[src/rtl/rbi_ring_stop_q_pkg.sv]
// Purpose : shared ringbus definitions for L2 stops (flit layout, opm masks, opcodes).
// Latency : n/a (types, constants and pure functions only).
// Backpressure: n/a.
// Flit layout, MSB first: {seq[15:0], opm[15:0], addr[ADDR_W-1:0], data[DATA_W-1:0]}.
package rbi_ring_stop_q_pkg;

  localparam int SEQ_W = 16;
  localparam int OPM_W = 16;

  // Low byte of opm all-zero marks an empty slot; opm[7:6]==01 marks a response.
  localparam logic [15:0] OPM_NULL_MASK = 16'h00FF;
  localparam logic [15:0] OPM_RESP_MASK = 16'h00C0;
  localparam logic [15:0] OPM_RESP_VAL  = 16'h0040;

  // opm bit that carries the timer stamp of an injected flit.
  localparam int OPM_STAMP_BIT = 15;

  // Request opcodes shared by every L2 node (low opm byte).
  localparam logic [7:0] OPM_LDX = 8'h10;
  localparam logic [7:0] OPM_STX = 8'h11;
  localparam logic [7:0] OPM_PFX = 8'h12;
  localparam logic [7:0] OPM_SPX = 8'h13;

  function automatic int flitW(input int addrW, input int dataW);
    return SEQ_W + OPM_W + addrW + dataW;
  endfunction

  function automatic int addrLo(input int dataW);
    return dataW;
  endfunction

  function automatic int opmLo(input int addrW, input int dataW);
    return dataW + addrW;
  endfunction

  function automatic int seqLo(input int addrW, input int dataW);
    return dataW + addrW + OPM_W;
  endfunction

  function automatic logic opmIsNull(input logic [15:0] opm);
    return (opm & OPM_NULL_MASK) == 16'h0000;
  endfunction

  function automatic logic opmIsResp(input logic [15:0] opm);
    return (opm & OPM_RESP_MASK) == OPM_RESP_VAL;
  endfunction

endpackage

[src/rtl/rbi_ring_stop_q_if.sv]
// Purpose : local node port of a ring stop (inject queue side + eject side).
// Latency : n/a (wires only).
// Backpressure: txReady gates tx pushes; rxReady holds rxFlit in the stop.
// Ports   : txFlit/txValid/txReady, rxFlit/rxValid/rxReady, txCount, deadlockStrobe.
//           master = node logic, slave = ring stop.
interface rbi_ring_stop_q_if #(
  parameter int FLIT_W = 208,
  parameter int CNT_W  = 3
);
  logic [FLIT_W-1:0] txFlit;
  logic              txValid;
  logic              txReady;
  logic [FLIT_W-1:0] rxFlit;
  logic              rxValid;
  logic              rxReady;
  logic [CNT_W-1:0]  txCount;
  logic              deadlockStrobe;

  modport master (
    output txFlit, txValid, rxReady,
    input  txReady, rxFlit, rxValid, txCount, deadlockStrobe
  );

  modport slave (
    input  txFlit, txValid, rxReady,
    output txReady, rxFlit, rxValid, txCount, deadlockStrobe
  );
endinterface

[src/rtl/rbi_ring_stop_q_fifo.sv]
// Purpose : generic DEPTH x WIDTH flit FIFO with occupancy count.
// Latency : 1 cycle push-to-head (no same-cycle bypass from push to headData).
// Backpressure: push ignored when full, pop ignored when empty.
// Ports   : clock, reset (async active-low), push/pushData, pop, headData, count, full, empty.
module rbi_flit_fifo #(
  parameter int WIDTH = 208,
  parameter int DEPTH = 4,
  localparam int PTR_W = $clog2(DEPTH),
  localparam int CNT_W = PTR_W + 1
) (
  input  logic             clock,
  input  logic             reset,
  input  logic             push,
  input  logic [WIDTH-1:0] pushData,
  input  logic             pop,
  output logic [WIDTH-1:0] headData,
  output logic [CNT_W-1:0] count,
  output logic             full,
  output logic             empty
);

  logic [WIDTH-1:0] mem [DEPTH];
  logic [PTR_W-1:0] wrPtr;
  logic [PTR_W-1:0] rdPtr;
  logic             doPush;
  logic             doPop;

  assign full     = (count == CNT_W'(DEPTH));
  assign empty    = (count == '0);
  assign doPush   = push && !full;
  assign doPop    = pop && !empty;
  assign headData = mem[rdPtr];

  // DEPTH is a power of two, so pointers wrap by natural overflow.
  always_ff @(posedge clock or negedge reset) begin
    if (!reset) begin
      wrPtr <= '0;
      rdPtr <= '0;
      count <= '0;
    end else begin
      if (doPush) wrPtr <= wrPtr + PTR_W'(1);
      if (doPop)  rdPtr <= rdPtr + PTR_W'(1);
      count <= count + CNT_W'(doPush) - CNT_W'(doPop);
    end
  end

  // Storage needs no reset: an entry is only read after it has been written.
  always_ff @(posedge clock) begin
    if (doPush) mem[wrPtr] <= pushData;
  end

endmodule

[src/rtl/rbi_ring_stop_q.sv]
// Purpose : L2 ringbus stop - one registered hop, ejects flits owned by this node,
//           injects queued local flits into empty slots.
// Latency : exactly 1 cycle ring-in to ring-out on every path; tx-to-ring >= 2 cycles.
// Backpressure: owned flit keeps circulating while rx is full; txReady low when queue full.
// Ports   : clock, reset (async active-low), ringFlitIn/ringFlitOut, unitNodeId, timers,
//           node (slave modport: tx queue, rx register, txCount, deadlockStrobe).
module rbi_ring_stop_q
  import rbi_ring_stop_q_pkg::*;
#(
  parameter int                ADDR_W   = 48,
  parameter int                DATA_W   = 128,
  parameter int                DEPTH    = 4,
  parameter logic [ADDR_W-1:0] BASE     = '0,
  parameter logic [ADDR_W-1:0] SIZE     = 'h1000000,
  parameter int                WD_LIMIT = 1024,
  localparam int               FLIT_W   = flitW(ADDR_W, DATA_W)
) (
  input  logic              clock,
  input  logic              reset,
  input  logic [FLIT_W-1:0] ringFlitIn,
  output logic [FLIT_W-1:0] ringFlitOut,
  input  logic [7:0]        unitNodeId,
  input  logic [7:0]        timers,
  rbi_ring_stop_q_if.slave  node
);

  localparam int ADDR_LO = addrLo(DATA_W);
  localparam int OPM_LO  = opmLo(ADDR_W, DATA_W);
  localparam int SEQ_LO  = seqLo(ADDR_W, DATA_W);
  localparam int CNT_W   = $clog2(DEPTH) + 1;
  localparam int WD_W    = $clog2(WD_LIMIT + 1);

  logic [OPM_W-1:0]  inOpm;
  logic [SEQ_W-1:0]  inSeq;
  logic [ADDR_W-1:0] inAddr;
  logic              inNull;
  logic              inResp;
  logic              addrHit;
  logic              match;
  logic              eject;
  logic              inject;
  logic              starved;

  logic [FLIT_W-1:0] headFlit;
  logic [FLIT_W-1:0] headStamped;
  logic [FLIT_W-1:0] ringNext;
  logic [CNT_W-1:0]  qCount;
  logic              qFull;
  logic              qEmpty;

  logic [FLIT_W-1:0] rxFlitQ;
  logic              rxValidQ;
  logic [WD_W-1:0]   wdCnt;
  logic              strobeQ;

  assign inOpm  = ringFlitIn[OPM_LO +: OPM_W];
  assign inSeq  = ringFlitIn[SEQ_LO +: SEQ_W];
  assign inAddr = ringFlitIn[ADDR_LO +: ADDR_W];
  assign inNull = opmIsNull(inOpm);
  assign inResp = opmIsResp(inOpm);

  // Offset form avoids overflow of BASE+SIZE at the top of the address space.
  assign addrHit = (inAddr >= BASE) && ((inAddr - BASE) < SIZE);

  // Responses are routed by the requester id in seq[15:8]; requests by address.
  assign match  = inResp ? (inSeq[15:8] == unitNodeId) : (!inNull && addrHit);
  assign eject  = match && (!rxValidQ || node.rxReady);
  // An ejected slot is free for reuse in the same cycle.
  assign inject = (inNull || eject) && !qEmpty;

  always_comb begin
    headStamped = headFlit;
    headStamped[OPM_LO + OPM_STAMP_BIT] = timers[0];
    ringNext = ringFlitIn;
    if (inject) begin
      ringNext = headStamped;
    end else if (eject) begin
      ringNext = '0;
    end
  end

  rbi_flit_fifo #(
    .WIDTH (FLIT_W),
    .DEPTH (DEPTH)
  ) uFifo (
    .clock    (clock),
    .reset    (reset),
    .push     (node.txValid),
    .pushData (node.txFlit),
    .pop      (inject),
    .headData (headFlit),
    .count    (qCount),
    .full     (qFull),
    .empty    (qEmpty)
  );

  always_ff @(posedge clock or negedge reset) begin
    if (!reset) begin
      ringFlitOut <= '0;
      rxFlitQ     <= '0;
      rxValidQ    <= 1'b0;
    end else begin
      ringFlitOut <= ringNext;
      // A consume and a new eject may coincide; the new flit wins.
      if (eject) begin
        rxFlitQ  <= ringFlitIn;
        rxValidQ <= 1'b1;
      end else if (node.rxReady) begin
        rxValidQ <= 1'b0;
      end
    end
  end

  // Counts cycles the queue waits for a free slot; pulses once every WD_LIMIT such cycles.
  assign starved = !qEmpty && !inject;

  always_ff @(posedge clock or negedge reset) begin
    if (!reset) begin
      wdCnt   <= '0;
      strobeQ <= 1'b0;
    end else if (!starved) begin
      wdCnt   <= '0;
      strobeQ <= 1'b0;
    end else if (wdCnt == WD_W'(WD_LIMIT - 1)) begin
      wdCnt   <= '0;
      strobeQ <= 1'b1;
    end else begin
      wdCnt   <= wdCnt + WD_W'(1);
      strobeQ <= 1'b0;
    end
  end

  assign node.txReady        = !qFull;
  assign node.txCount        = qCount;
  assign node.rxFlit         = rxFlitQ;
  assign node.rxValid        = rxValidQ;
  assign node.deadlockStrobe = strobeQ;

endmodule
[src/flat_wrapper.sv]
// flat-port wrapper written by rule: the top's interface ports become plain ports
module rbi_ring_stop_q_flat import rbi_ring_stop_q_pkg::*;
#(
  parameter int                ADDR_W   = 48,
  parameter int                DATA_W   = 128,
  parameter int                DEPTH    = 4,
  parameter logic [ADDR_W-1:0] BASE     = '0,
  parameter logic [ADDR_W-1:0] SIZE     = 'h1000000,
  parameter int                WD_LIMIT = 1024,
  localparam int               FLIT_W   = flitW(ADDR_W, DATA_W)
)
  (clock, reset, ringFlitIn, ringFlitOut, unitNodeId, timers, node_txFlit, node_txValid, node_rxReady, node_txReady, node_rxFlit, node_rxValid, node_txCount, node_deadlockStrobe);
  rbi_ring_stop_q_if node_i ();
  input  logic clock;
  input  logic reset;
  input  logic [FLIT_W-1:0] ringFlitIn;
  output logic [FLIT_W-1:0] ringFlitOut;
  input  logic [7:0] unitNodeId;
  input  logic [7:0] timers;
  input wire logic [$bits(node_i.txFlit)-1:0] node_txFlit;
  input wire logic [$bits(node_i.txValid)-1:0] node_txValid;
  input wire logic [$bits(node_i.rxReady)-1:0] node_rxReady;
  output wire logic [$bits(node_i.txReady)-1:0] node_txReady;
  output wire logic [$bits(node_i.rxFlit)-1:0] node_rxFlit;
  output wire logic [$bits(node_i.rxValid)-1:0] node_rxValid;
  output wire logic [$bits(node_i.txCount)-1:0] node_txCount;
  output wire logic [$bits(node_i.deadlockStrobe)-1:0] node_deadlockStrobe;
  assign node_i.txFlit = node_txFlit;
  assign node_i.txValid = node_txValid;
  assign node_i.rxReady = node_rxReady;
  assign node_txReady = node_i.txReady;
  assign node_rxFlit = node_i.rxFlit;
  assign node_rxValid = node_i.rxValid;
  assign node_txCount = node_i.txCount;
  assign node_deadlockStrobe = node_i.deadlockStrobe;
  rbi_ring_stop_q #(.ADDR_W(ADDR_W), .DATA_W(DATA_W), .DEPTH(DEPTH), .BASE(BASE), .SIZE(SIZE), .WD_LIMIT(WD_LIMIT)) u_core (.clock(clock), .reset(reset), .ringFlitIn(ringFlitIn), .ringFlitOut(ringFlitOut), .unitNodeId(unitNodeId), .timers(timers), .node(node_i));
endmodule
[config.mk]
export PLATFORM = sky130hd
export DESIGN_NAME = rbi_ring_stop_q_flat
export DESIGN_NICKNAME = d
export VERILOG_FILES = /design/src/rtl/rbi_ring_stop_q_pkg.sv /design/src/rtl/rbi_ring_stop_q_if.sv /design/src/rtl/rbi_ring_stop_q_fifo.sv /design/src/rtl/rbi_ring_stop_q.sv /design/src/flat_wrapper.sv
export SDC_FILE = /design/constraint.sdc
export NUM_CORES = 1
export LEC_CHECK = 0
export CORE_AREA = 3 3 334 336
export CTS_CLUSTER_SIZE = 12
export DETAILED_ROUTE_END_ITERATION = 10
export DIE_AREA = 0 0 337 339
export PLACE_DENSITY_LB_ADDON = 0.05
export SKIP_CTS_REPAIR_TIMING = 1
export SYNTH_ARGS = -nofsm -noshare
export SYNTH_HDL_FRONTEND = slang
export SYNTH_HIERARCHICAL = 1
export SYNTH_SLANG_ARGS = --single-unit
export TNS_END_PERCENT = 100
[constraint.sdc]
create_clock -name clock -period 7.15 [get_ports clock]
set_input_delay 1.43 -clock clock [delete_from_list [all_inputs] [get_ports clock]]
set_output_delay 1.43 -clock clock [all_outputs]
set_load 0.02 [all_outputs]
==> results of run 1 <==
-- stage by stage --
step	setup slack (ns)	utilization (%)	area [µm²]	total power [mW]	instances
CTS	2.49	56.2	61200	19.5	4545
floorplan	0.346	-	47200	11.5	2115
global route	2.36	56.2	61200	20.0	4554
finish	2.43	56.2	61200	19.2	4565
global placement	1.73	52.1	56700	12.6	4289
detailed placement	1.70	52.1	56700	12.6	4289
-- critical path, cell delays in order --
cell	delay (ns)
clkdlybuf4s50_1	0.64
nor4_1	0.90
nand4b_1	0.26
nor3_1	0.48
a21boi_4	0.33
buf_12	0.31
mux2_4	0.55
-- layout make-up --
type / count / area [µm²] / share of cell area [%]
diodes: 20 / 50.0 / 0.0817
clock buffers: 220 / 4150 / 6.78
clock inverters: 36 / 277 / 0.452
inverters: 8 / 30.0 / 0.0490
multi-input cells: 727 / 10300 / 16.8
flip-flops and latches: 1264 / 35800 / 58.4
well taps: 1414 / 1770 / 2.89
repair buffers: 876 / 8880 / 14.5
-- report_power, final --
part | internal, mW | leakage (nW) | switching [mW] | total, mW
Clock | 4.09 | 2.16 | 2.75 | 6.84
Sequential | 9.00 | 13.2 | 0.289 | 9.29
Combinational | 1.39 | 7.88 | 1.69 | 3.08
-- worst min path at each step --
stage	from	endpoint	slack, ns	depth (start not counted)
CTS	u_core/node.rxFlit[205]	u_core/node.rxFlit[205]	0.50	1
global placement	u_core/wdCnt[0]	u_core/wdCnt[0]	0.48	1
floorplan	u_core/wdCnt[0]	u_core/wdCnt[0]	0.45	1
global route	u_core/node.rxFlit[203]	u_core/node.rxFlit[203]	0.51	1
finish	u_core/node.rxFlit[205]	u_core/node.rxFlit[205]	0.49	1
detailed placement	u_core/node.rxFlit[203]	u_core/node.rxFlit[203]	0.48	1
-- registers in the layout (all words and copies together) (netlist names) --
| register | flops |
|---|---|
| u_core/uFifo/rdPtr | 2 |
| u_core/node.rxValid | 1 |
| u_core/uFifo/count | 3 |
| u_core/wdCnt | 11 |
| u_core/uFifo/mem | 828 |
| u_core/node.rxFlit | 208 |
| u_core/node.deadlockStrobe | 1 |
| u_core/uFifo/wrPtr | 2 |
| u_core/ringFlitOut | 208 |
-- routing by layer --
metal  up-vias  GRT usage, %  wire length, µm
li1      10400             -                -
met2       766          36.7            63600
met3       199          6.31             8770
met1     12600          25.6            45700
met5         -             0              235
met4        36          6.97             3170
==> impl_metrics.json, run 1 <==
{
  "outcome": "finished clean",
  "rows": 121,
  "mostFrequentLayoutCell": "clkdlybuf4s50_1",
  "place.gp.congestion": 0.802,
  "syn_to_final_growth_pct": 29.7,
  "drive_gt1_share_pct": 20.4,
  "worst_ep_arrival_time_ns": 5.30,
  "crit_end": "u_core/node.rxFlit[89]",
  "peakVddDrop_mv": 0.316,
  "fp.dieW_um": 337,
  "core_area_mm2": 0.109,
  "drt-total-wl_mm": 121,
  "antenna_left": 0,
  "postSynthCellCount": 2115,
  "dieArea_mm2": 0.114,
  "viasPerCell": 5.27,
  "cts_root_buf": "clkbuf_16",
  "worstPathRequired_ns": 7.73,
  "hold_violations": 0,
  "overflow": 0,
  "grt_max_degree": 150,
  "critPathLaunch": "ringFlitIn[169]",
  "end_kind": "flip-flop",
  "synth_nets": 2559,
  "avgSynthCellArea_um2": 22.3,
  "htree_levels": 4,
  "fillCellCount": 8273,
  "cts_tree": "done",
  "grt_pass1_vias": 25900,
  "antenna_found_initial": 41,
  "io_pins": 858,
  "rrSetupSlack_ns": 3.76,
  "place_hpwl_mm": 79.4,
  "cap_violations": 0,
  "fin_crit_sh_pct": 66.0,
  "clock_skew_ns": 0.0221,
  "worst_slew_pin_slew_ns": 1.18,
  "power.density_mw_per_mm2": 314,
  "hold_class": "reg2reg",
  "clk_path_buf_depth": 3,
  "whs_ns": 0.494,
  "cp-start-kind": "input pin",
  "cp_max_fo": 100,
  "yosys_warnings": 6,
  "drt-wirelength-per-cell_um": 26.6,
  "cts_made_buffers": 138,
  "rsz0062_at_grt": "no",
  "drt_iter0_drc": 1393,
  "initial_core_util_pct": 43.4,
  "drv_slew": 0,
  "io_buffers": 849,
  "timing.rr.end": "u_core/ringFlitOut[88]",
  "period_minus_slack_ns": 4.72,
  "syn_area_mm2": 0.0472,
  "clock_latency_ns": 0.72,
  "finalNetCount": 3459,
  "drc_errors": 0,
  "layout_common_cells": "clkdlybuf4s50_1, edfxtp_1, dfrtp_1",
  "clkTransAtPathRegs_ns": 0.06,
  "rr_worst_depth": 6,
  "num_vias": 24100,
  "setup_viol": 0,
  "fmax_mhz": 212,
  "die_y_um": 339,
  "crit_type": "in2reg",
  "cts_sinks": 1264,
  "rr_startpoint": "u_core/uFifo/count[1]",
  "maxSlewHeadroom_pct": 21.6,
  "fin_setup_tns_ns": 0,
  "dr.pass1.iters": 4,
  "grt_pass1_wl_mm": 178,
  "grt_use_total_pct": 21.3,
  "p_leak_nw": 23.2
}
Power figures use the tool's default switching activity.
==> inputs of run 2 (changes only) <==
- CORE_AREA: 3 3 334 336 -> 3 3 331 333
- DIE_AREA: 0 0 337 339 -> 0 0 334 336
- clock period: 7.15 -> 4 ns (I/O delays scaled with it)
==> impl_metrics.json, run 2 (synthesized netlist as in run 1, its figures left out) <==
{
  "p_int_mw": 25.9,
  "hold_violations": 0,
  "io_pins": 858,
  "p_sw_share_pct": 24.7,
  "hold_class": "in2async",
  "p_leak_nw": 23.7,
  "outcome": "finished clean",
  "drt-wirelength-per-cell_um": 26.2,
  "overflow": 0,
  "peakVddDrop_mv": 0.435,
  "clk_path_buf_depth": 3,
  "core_area_mm2": 0.107,
  "drv_slew": 0,
  "worstPathRequired_ns": 4.64,
  "finalNetCount": 3553,
  "setup_viol": 0,
  "clock_power_share_pct": 35.0,
  "pwr-share-comb_pct": 16.6,
  "cp-start-kind": "input pin",
  "p_sw_mw": 8.50,
  "grt_pass1_vias": 26400,
  "clock_skew_ns": 0.0167,
  "antenna_found_initial": 53,
  "fin_crit_sh_pct": 81.6,
  "cts_tree": "done",
  "cts_root_buf": "clkbuf_16",
  "cts_made_buffers": 137,
  "whs_ns": 0.118,
  "place.gp.congestion": 0.832,
  "clkTransAtPathRegs_ns": 0.06,
  "layout_common_cells": "clkdlybuf4s50_1, edfxtp_1, dfrtp_1",
  "drt_iter0_drc": 1513,
  "mostFrequentLayoutCell": "clkdlybuf4s50_1",
  "slowest_delay_ns": 0.57,
  "rsz0062_at_grt": "no",
  "share_seq_of_total_power_pct": 48.4,
  "syn_to_final_growth_pct": 31.7,
  "drc_errors": 0,
  "fp.dieW_um": 334,
  "antenna_left": 0,
  "viasPerCell": 5.22,
  "dieArea_mm2": 0.112,
  "place_hpwl_mm": 84.5,
  "cap_violations": 0,
  "maxSlewHeadroom_pct": 37.0,
  "drive_gt1_share_pct": 22.7,
  "worst_slew_pin_slew_ns": 0.944,
  "cts_sinks": 1264,
  "cp_max_fo": 3,
  "largest_register": "u_core/uFifo/mem",
  "die_y_um": 336,
  "initial_core_util_pct": 44.1,
  "io_buffers": 849,
  "fillCellCount": 8010,
  "cp_cell_sequence": "clkdlybuf4s50_1 -> nor4_1 -> buf_4 -> nand4_1 -> o21ba_2 -> a21oi_4 -> o31ai_1 -> inv_1 -> ha_1 -> inv_1 -> ha_1 -> fa_1 -> xnor2_1 -> xnor2_1",
  "crit_type": "in2reg",
  "power.density_mw_per_mm2": 553,
  "period_minus_slack_ns": 3.26,
  "end_kind": "flip-flop",
  "drt-total-wl_mm": 122,
  "htree_levels": 4,
  "worst_ep_arrival_time_ns": 3.90,
  "fmax_mhz": 306,
  "rows": 120,
  "grt_use_total_pct": 21.6,
  "largest_register_ffs": 828,
  "num_vias": 24300,
  "clock_latency_ns": 0.72,
  "grt_pass1_wl_mm": 177,
  "grt_max_degree": 123,
  "dr.pass1.iters": 5,
  "fin_setup_tns_ns": 0,
  "cpMaxStageDelayCell": "nor4_1"
}
run 2: cell count changes in the layout (fill, tap and decap cells not counted), sizes merged:
cell and change:
buf +95, clkbuf -11, diode +20, bufinv +1
clkinv +4, inv +1
run 2: cell type report:
type | count | area [µm²] | share of cell area [%]
Clock inverter | 42 | 340 | 0.548
Timing Repair Buffer | 971 | 9880 | 15.9
Inverter | 8 | 30.0 | 0.0483
Sequential cell | 1264 | 35800 | 57.6
Tap cell | 1403 | 1760 | 2.82
Clock buffer | 209 | 3980 | 6.40
Multi-Input combinational cell | 727 | 10300 | 16.5
Antenna cell | 40 | 100 | 0.161
run 2: through the flow:
| step | power (mW) | area (µm²) | utilization [%] | setup WS, ns | cells |
|---|---|---|---|---|---|
| 6_report | 34.4 | 62200 | 58.1 | 0.735 | 4664 |
| 2_1_floorplan | 20.3 | 47200 | - | 0.197 | 2115 |
| 3_5_place_dp | 22.8 | 57700 | 54.0 | -0.0104 | 4373 |
| 5_1_grt | 35.8 | 62100 | 58.1 | 0.637 | 4649 |
| 4_1_cts | 34.9 | 62100 | 58.0 | 0.744 | 4624 |
| 3_3_place_gp | 22.7 | 57700 | 54.0 | -0.0384 | 4373 |
run 2: final timing paths:
check | cells after the start | slack (ns) | start | endpoint
min | 1 | 0.12 | reset | u_core/node.rxFlit[67]
min in group clock | 1 | 0.49 | u_core/wdCnt[0] | u_core/wdCnt[0]
max | 14 | 0.74 | ringFlitIn[156] | u_core/uFifo/count[2]
max in group asynchronous | 3 | 2.70 | reset | u_core/node.rxFlit[118]
min reg2reg | 1 | 0.49 | u_core/wdCnt[0] | u_core/wdCnt[0]
max reg2reg | 10 | 1.39 | u_core/uFifo/count[1] | u_core/uFifo/count[2]
run 2: critical path, delay by kind of cell:
family	cells	cell delay (ns)
adders and majority gates	3	0.68
xor gates and xnor gates	2	0.33
buffers and inverters	4	0.81
and+or+nand+nor	2	0.74
AOI/OAI and AO/OA	3	0.54
run 2: per-layer routing:
metal,up-vias,part of all wire [%],GRT usage (%)
met3,199,6.8,6.08
met5,-,0.13,0
li1,10600,-,-
met4,22,3.1,8.69
met1,12700,38,26.0
met2,789,52,37.0
run 2: power groups by stage:
stage	registers (mW)	clock network (mW)	logic [mW]
2_1_floorplan	17.1	0	3.19
3_3_place_gp	16.8	0	5.86
3_5_place_dp	16.9	0	5.90
4_1_cts	16.7	12.4	5.92
5_1_grt	16.8	12.9	6.13
6_report	16.6	12.0	5.72
